<file path="src/rtl/led_pattern_pkg.sv">
// Shared definitions for the status-LED arbiter: pattern codes, arbiter states
// and the lowest-index priority encoder.
package led_pattern_pkg;

    localparam logic [1:0] MODE_OFF   = 2'd0;
    localparam logic [1:0] MODE_SOLID = 2'd1;
    localparam logic [1:0] MODE_SLOW  = 2'd2;
    localparam logic [1:0] MODE_FAST  = 2'd3;

    typedef enum logic {
        ST_IDLE = 1'b0,
        ST_OWN  = 1'b1
    } state_e;

    // Index of the lowest set bit; 0 when nothing is set.
    function automatic logic [2:0] prio_enc(input logic [7:0] v);
        prio_enc = 3'd0;
        for (int i = 7; i >= 0; i--) begin
            if (v[i]) begin
                prio_enc = 3'(i);
            end
        end
    endfunction

endpackage

</file>
<file path="src/rtl/led_tick_div.sv">
// Free-running prescaler: counts 0..DIV-1 and flags the last count as the tick.
module led_tick_div #(
    parameter int DIV = 4
) (
    input  logic clk_i,
    input  logic rst_i,
    output logic tick_o
);

    localparam int CW = (DIV > 1) ? $clog2(DIV) : 1;
    localparam logic [CW-1:0] LAST = CW'(DIV - 1);

    logic [CW-1:0] cnt_reg;

    always_ff @(posedge clk_i) begin
        if (rst_i) begin
            cnt_reg <= '0;
        end else if (cnt_reg == LAST) begin
            cnt_reg <= '0;
        end else begin
            cnt_reg <= cnt_reg + 1'b1;
        end
    end

    assign tick_o = (cnt_reg == LAST);

endmodule

</file>
<file path="src/rtl/led_pattern_arbiter.sv">
// Fixed-priority owner selection with a minimum-hold rule for the single
// board status LED, plus rendering of the owner's blink pattern.
module led_pattern_arbiter
    import led_pattern_pkg::*;
#(
    parameter int CLK_HZ          = 25_000_000,
    parameter int TICK_HZ         = 10,
    parameter int N_REQ           = 4,
    parameter int MIN_HOLD_TICKS  = 10,
    parameter int SLOW_HALF_TICKS = 5
) (
    input  logic                 clk_i,
    input  logic                 rst_i,
    input  logic [N_REQ-1:0]     req_i,
    input  logic [2*N_REQ-1:0]   mode_i,
    output logic [N_REQ-1:0]     grant_o,
    output logic                 led_o,
    output logic                 tick_o
);

    localparam int DIV     = CLK_HZ / TICK_HZ;
    localparam int IDX_W   = (N_REQ > 1) ? $clog2(N_REQ) : 1;
    localparam int HOLD_W  = $clog2(MIN_HOLD_TICKS + 1);
    localparam int PHASE_W = (2 * SLOW_HALF_TICKS > 1) ? $clog2(2 * SLOW_HALF_TICKS) : 1;
    localparam logic [HOLD_W-1:0]  HOLD_MAX   = HOLD_W'(MIN_HOLD_TICKS);
    localparam logic [PHASE_W-1:0] PHASE_HALF = PHASE_W'(SLOW_HALF_TICKS);
    localparam logic [PHASE_W-1:0] PHASE_LAST = PHASE_W'(2 * SLOW_HALF_TICKS - 1);

    logic                tick;
    state_e              state_reg, state_next;
    logic [IDX_W-1:0]    own_reg, own_next;
    logic [HOLD_W-1:0]   hold_reg, hold_next;
    logic [PHASE_W-1:0]  phase_reg, phase_next;
    logic [1:0]          mode_reg, mode_next;
    logic [N_REQ-1:0]    grant_reg, grant_next;
    logic                led_reg, led_next;

    logic [1:0]          mode_arr [N_REQ];
    logic [N_REQ-1:0]    higher_mask;
    logic [IDX_W-1:0]    lowest_idx;
    logic                any_req;
    logic                do_grant;

    led_tick_div #(.DIV(DIV)) u_tick_div (
        .clk_i  (clk_i),
        .rst_i  (rst_i),
        .tick_o (tick)
    );

    genvar gi;
    generate
        for (gi = 0; gi < N_REQ; gi++) begin : g_req
            assign mode_arr[gi]    = mode_i[2*gi +: 2];
            assign higher_mask[gi] = req_i[gi] && (IDX_W'(gi) < own_reg);
            assign grant_next[gi]  = (state_next == ST_OWN) && (own_next == IDX_W'(gi));
        end
    endgenerate

    assign any_req    = |req_i;
    assign lowest_idx = IDX_W'(prio_enc(8'(req_i)));

    always_comb begin
        state_next = state_reg;
        own_next   = own_reg;
        hold_next  = hold_reg;
        phase_next = phase_reg;
        mode_next  = mode_reg;
        do_grant   = 1'b0;
        if (tick) begin
            case (state_reg)
                ST_IDLE: begin
                    do_grant = any_req;
                end
                ST_OWN: begin
                    if (!req_i[own_reg]) begin
                        // A dropping owner hands over at once, regardless of hold.
                        if (any_req) begin
                            do_grant = 1'b1;
                        end else begin
                            state_next = ST_IDLE;
                        end
                    end else if ((|higher_mask) && (hold_reg == HOLD_MAX)) begin
                        do_grant = 1'b1;
                    end else begin
                        if (hold_reg != HOLD_MAX) begin
                            hold_next = hold_reg + 1'b1;
                        end
                        phase_next = (phase_reg == PHASE_LAST) ? '0 : phase_reg + 1'b1;
                        mode_next  = mode_arr[own_reg];
                    end
                end
                default: begin
                    state_next = ST_IDLE;
                end
            endcase
        end
        if (do_grant) begin
            state_next = ST_OWN;
            own_next   = lowest_idx;
            hold_next  = HOLD_W'(1);
            phase_next = '0;
            mode_next  = mode_arr[lowest_idx];
        end
    end

    // Rendered from the next-state values so LED and grant change on the same edge.
    always_comb begin
        led_next = 1'b0;
        if (state_next == ST_OWN) begin
            case (mode_next)
                MODE_SOLID: led_next = 1'b1;
                MODE_SLOW:  led_next = (phase_next < PHASE_HALF);
                MODE_FAST:  led_next = ~phase_next[0];
                default:    led_next = 1'b0;
            endcase
        end
    end

    always_ff @(posedge clk_i) begin
        if (rst_i) begin
            state_reg <= ST_IDLE;
            own_reg   <= '0;
            hold_reg  <= '0;
            phase_reg <= '0;
            mode_reg  <= MODE_OFF;
            grant_reg <= '0;
            led_reg   <= 1'b0;
        end else begin
            state_reg <= state_next;
            own_reg   <= own_next;
            hold_reg  <= hold_next;
            phase_reg <= phase_next;
            mode_reg  <= mode_next;
            grant_reg <= grant_next;
            led_reg   <= led_next;
        end
    end

    assign grant_o = grant_reg;
    assign led_o   = led_reg;
    assign tick_o  = tick;

endmodule

</file>
<file path="config.mk">
export PLATFORM = sky130hd
export DESIGN_NAME = led_pattern_arbiter
export DESIGN_NICKNAME = d
export VERILOG_FILES = /design/src/rtl/led_pattern_pkg.sv /design/src/rtl/led_tick_div.sv /design/src/rtl/led_pattern_arbiter.sv
export SDC_FILE = /design/constraint.sdc
export NUM_CORES = 1
export LEC_CHECK = 0
export BUFFER_PORTS_ARGS = -buffer_cell sky130_fd_sc_hd__buf_2
export CAP_MARGIN = 10
export CORE_ASPECT_RATIO = 0.5
export CORE_MARGIN = 10
export CORE_UTILIZATION = 52
export CTS_CLUSTER_DIAMETER = 30
export DETAILED_ROUTE_END_ITERATION = 10
export PLACE_DENSITY_LB_ADDON = 0.2
export SETUP_SLACK_MARGIN = 0.15
export SYNTH_ARGS = -nofsm -noshare
export SYNTH_HDL_FRONTEND = slang
export SYNTH_SLANG_ARGS = --single-unit
</file>
<file path="constraint.sdc">
create_clock -name clk_i -period 2.1 [get_ports clk_i]
set_clock_uncertainty 0.05 [all_clocks]
set_input_delay 0.105 -clock clk_i [delete_from_list [all_inputs] [get_ports clk_i]]
set_output_delay 0.105 -clock clk_i [all_outputs]
set_load 0.01 [all_outputs]
</file>
==> results of run 1 <==
## critical path, stage by stage (launching register included)
cell and delay [ns]:
dfxtp_2 0.33, or4_4 0.55, nor4b_4 0.24, buf_4 0.18, nand3_4 0.11, buf_4 0.17
nand2_2 0.07, a31o_2 0.16, o211ai_1 0.10, a21oi_1 0.17
## final cells by class
| type | count | area [sq um] | share of cell area [%] |
|---|---|---|---|
| Sequential cell | 40 | 805 | 27.6 |
| Clock buffer | 6 | 82.6 | 2.84 |
| Multi-Input combinational cell | 188 | 1440 | 49.5 |
| Tap cell | 54 | 67.6 | 2.32 |
| Timing Repair Buffer | 63 | 469 | 16.1 |
| Clock inverter | 2 | 10.0 | 0.344 |
| Inverter | 9 | 36.3 | 1.25 |
## cell usage after synthesis, drive strengths merged (4+ instances only)
master / instances / area [sq um]
nor2b: 5 / 31.3
a21oi: 11 / 55.1
nand4: 8 / 50.1
dfxtp: 40 / 801
mux2i: 5 / 50.1
and3: 5 / 31.3
nor2: 42 / 158
nor3b: 5 / 37.5
mux4: 4 / 90.1
buf: 5 / 27.5
nand3: 11 / 60.1
nor3: 7 / 35.0
inv: 8 / 30.0
clkbuf: 4 / 16.3
ha: 5 / 62.6
xor2: 13 / 114
nand2: 19 / 71.3
xnor2: 10 / 87.6
## power breakdown
part / internal [uW] / switching, uW
combinational: 45.1 / 49.3
clock: 262 / 270
sequential: 763 / 4.11
total: 1070 / 324
## stage by stage
step / instances / utilization [%] / setup TNS [ns] / worst slack, ns / hold WS, ns
global route: 362 / 74.9 / -1.38 / -0.200 / 0.142
finish: 362 / 74.9 / -0.307 / -0.115 / 0.119
floorplan: 243 / - / -0.215 / -0.121 / 0.127
global placement: 338 / 63.3 / -0.222 / -0.0730 / 0.399
detailed placement: 338 / 63.3 / -0.844 / -0.144 / 0.409
CTS: 353 / 69.5 / -0.144 / -0.0573 / 0.102
## path summary, 6_finish.rpt
check	endpoint	slack, ns	depth (start not counted)
min	grant_o[1]	0.12	3
max reg2reg	led_o	-0.12	9
max	led_o	-0.12	9
min reg2reg	u_tick_div.cnt_reg[0]	0.47	2
## metal layers
layer  track usage [%]  vias up  wire (um)
met2              25.9       46       2950
met3              3.94        5        254
li1                  -      978          -
met4              4.84        0         38
met1              17.6      985       2480
met5                 0        -          0
## timing repair
action / 4_1_cts / 5_1_grt
buffers inserted: 6 / 7
setup endpoints to repair: 41 / 41
pin swaps: 12 / 15
gates resized for setup: 24 / 38
cloned: 1 / 2
## kinds of logic (layout without fill, tap and decap cells)
logic type / Yosys count / after routing / synth area share, %
AO/OA/AOI/OAI: 27 / 27 / 8.54
XOR/XNOR: 23 / 23 / 9.61
adder cells (fa/ha/maj): 5 / 5 / 2.99
buffers and inverters: 18 / 80 / 3.70
flip-flops: 40 / 40 / 38.2
multiplexers: 9 / 9 / 6.69
AND/OR/NAND/NOR: 121 / 124 / 30.3
==> results.tsv, run 1 <==
metric	value	unit
status	finished, violations left	
failing checks	setup timing	
Mapped Cells	243	
crit end category	flop	
largest net degree at the start of global routing	16	
top_reg_cell synth	dfxtp_1	
synthesized cell area	2100	sq um
port bufs	19	
Congestion Overflow GR	0	
DR pass1 iterations	4	
Boundary Pins	20	
commonest non-fill, non-tap cell in the layout	dfxtp_1	
Die Ht	64.9	um
Area growth syn-to-layout	38.9	%
fmax	451	MHz
#FFs+latches synth	40	
post-layout power	1390	uW
detailed placement HPWL	3540	um
Initial Util	54.0	%
Worst Slack Setup Final	-0.115	ns
Worst Path Arrival	2.38	ns
RSZ-0062 raised after global routing	true	
share of cells above drive strength 1	40.6	%
via/cell ratio	5.56	
GR Util All Layers	14.9	%
routed vias	2014	
CP max FO	6	
total CTS buffers	5	
number of global-route vias before repair	1957	
ant diodes	0	
CTS tree	done	
max reg flops	22	
Clock Path Buffers	2	
Final period util	105	%
Hold Path Class	in -> reg	
final setup fails	7	
Layout fillers	270	
startpoint types	flop	
Synth async-reset ratio	0	%
Die Width	110	um
cts hold-fix bufs	0	
Final Wtd Congestion	0.871	
Final #Nets	326	
syn avg cell area	8.62	sq um
Die ar.	7120	sq um
initial antenna violation count	0	
Hold Fails Final Rpt	0	
Skew-Pair Late Insertion Delay	0.29	ns
Core Region	3880	sq um
# Max-Cap Violations	0	
Worst VDD drop	0.000340	V
Routed WL per cell	15.8	um
H-Tree Depth	2	
Yosys warning count	0	
Seq/Total Area, Yosys	38.2	%
Power Dens Cells	479	nW/um^2
Post-synth EDFFs	0	
HP Start	req_i[0]	
Max Slew Vio Count	0	
# DRC	0	
Final Cell Area	2910	sq um
Leak Pwr	0.00109	uW
Post-DP Area	2460	sq um
Unique masters post-synth	47	
beginning of the critical path	u_tick_div.cnt_reg[11]	
Clock transition at path regs	0.08	ns
RR Startpoint	u_tick_div.cnt_reg[11]	
Root Driver	clkbuf_8	
leading cell types in the layout, fill and taps excluded	dfxtp_1 (37), buf_4 (34), nor2_1 (29)	
Worst-Margin Slew	0.412	ns
worst path required time	2.27	ns
drt total wl	5720	um
initial DRC count	83	
antenna-violating nets left	0	
syn_nets	262	
first-pass GRT wire length	8800	um
Sink Count	40	
minimum clock period	2.22	ns
Site Rows	16	
max_slew headroom	72.5	%
worst setup path class	reg -> reg	
(Power assumes the default switching activity.)
==> inputs of run 2 (changes only) <==
- RECOVER_POWER: unset -> 25
==> results.tsv, run 2 (synthesis results as in run 1) <==
metric	value	unit
Hold Fails Final Rpt	0	
RR Startpoint	u_tick_div.cnt_reg[11]	
crit end category	flop	
drt total wl	5710	um
Worst Slack Setup Final	-0.109	ns
Sink Count	40	
max_slew headroom	72.6	%
CTS tree	done	
metal3 WL	245	um
final setup fails	7	
Root Driver	clkbuf_8	
Skew-Pair Late Insertion Delay	0.29	ns
worst reg2reg path endpoint	grant_o[1]	
worst path required time	2.28	ns
DR pass1 iterations	4	
Final #Nets	326	
initial DRC count	97	
status	finished, violations left	
total CTS buffers	5	
RSZ-0062 raised after global routing	true	
minimum clock period	2.21	ns
Max Slew Vio Count	0	
Worst VDD drop	0.000340	V
Site Rows	16	
Worst R2R Path Depth	7	
max reg flops	22	
Hold Path Class	in -> reg	
Clock transition at path regs	0.08	ns
beginning of the critical path	u_tick_div.cnt_reg[11]	
number of global-route vias before repair	1957	
Area growth syn-to-layout	38.6	%
R2R Setup Slk	-0.11	ns
# Max-Cap Violations	0	
commonest non-fill, non-tap cell in the layout	dfxtp_1	
highest metal used	met4	
Initial Util	54.0	%
detailed placement HPWL	3540	um
post-layout power	1390	uW
first-pass GRT wire length	8800	um
initial antenna violation count	0	
WL met2	2960	um
CP max FO	6	
Final Wtd Congestion	0.871	
Core Region	3880	sq um
Clock Path Buffers	2	
Worst-Margin Slew	0.410	ns
port bufs	19	
Congestion Overflow GR	0	
# DRC	0	
Worst Path Arrival	2.39	ns
Boundary Pins	20	
routed vias	2008	
H-Tree Depth	2	
ant diodes	0	
FF+latch area	805	sq um
via/cell ratio	5.55	
antenna-violating nets left	0	
Leak Pwr	0.00107	uW
area of the multi-input gates	1440	sq um
M1 wire length	2460	um
Power Dens Cells	480	nW/um^2
worst setup path class	reg -> reg	
Layout fillers	274	
leading cell types in the layout, fill and taps excluded	dfxtp_1 (37), buf_4 (34), nor2_1 (29)	
Die ar.	7120	sq um
largest net degree at the start of global routing	16	
Setup crit end	grant_o[1]	
failing checks	setup timing	
fmax	453	MHz
startpoint types	flop	
share of cells above drive strength 1	39.0	%
GR Util All Layers	14.9	%
Die Ht	64.9	um
Final period util	105	%
Routed WL per cell	15.8	um
Die Width	110	um
Setup TNS Final	-0.317	ns
run 2: cell count changes in the layout (fill, tap and decap cells not counted), sizes merged:
cell	change
buf	-5
clkbuf	+5
run 2: layout make-up:
cell class,count,area share (%)
sequential,40,27.7
clock buffer,6,2.84
inverter,9,1.25
timing repair buffer,63,15.9
clock inverter,2,0.345
tap,54,2.33
multi-input combinational,188,49.6
run 2: routing by layer:
layer,track usage [%],vias to the layer above
met2,25.9,39
met1,17.6,989
met4,4.84,0
met5,0,-
met3,3.94,5
li1,-,975
run 2: worst min path at each step:
| stage | depth (start not counted) | from | to |
|---|---|---|---|
| after floorplan | 1 | rst_i | mode_reg[1] |
| after detailed placement | 2 | rst_i | mode_reg[0] |
| after global placement | 2 | rst_i | phase_reg[2] |
| after global routing | 3 | req_i[0] | grant_o[1] |
| after CTS | 3 | req_i[0] | grant_o[1] |
| final | 3 | req_i[0] | grant_o[1] |
run 2: what timing repair did:
item,CTS,global route
hold buffers,0,0
gates resized for setup,24,38
setup endpoints to repair,41,41
cloned,1,2
buffers inserted,6,7
pin swaps,12,15
run 2: critical path, cell delays in order (launching register included):
cell and delay [ns]:
dfxtp_2 0.33, or4_4 0.55, nor4b_4 0.24, buf_4 0.18
nand3_4 0.11, or2_1 0.24, or3_1 0.33, a21oi_2 0.11
run 2: through the flow:
step	std cells	utilization [%]	worst slack [ns]	cell area, sq um	hold slack [ns]
after global routing	362	74.8	-0.200	2900	0.142
after floorplan	243	-	-0.121	2130	0.127
after CTS	353	69.5	-0.0573	2700	0.102
final	362	74.8	-0.109	2900	0.122
after global placement	338	63.3	-0.0730	2460	0.399
after detailed placement	338	63.3	-0.144	2460	0.409
run 2: power by group:
part	internal (uW)	switching (uW)	total (uW)
clock network	262	270	532
logic	45.1	49.2	94.3
registers	763	4.11	767
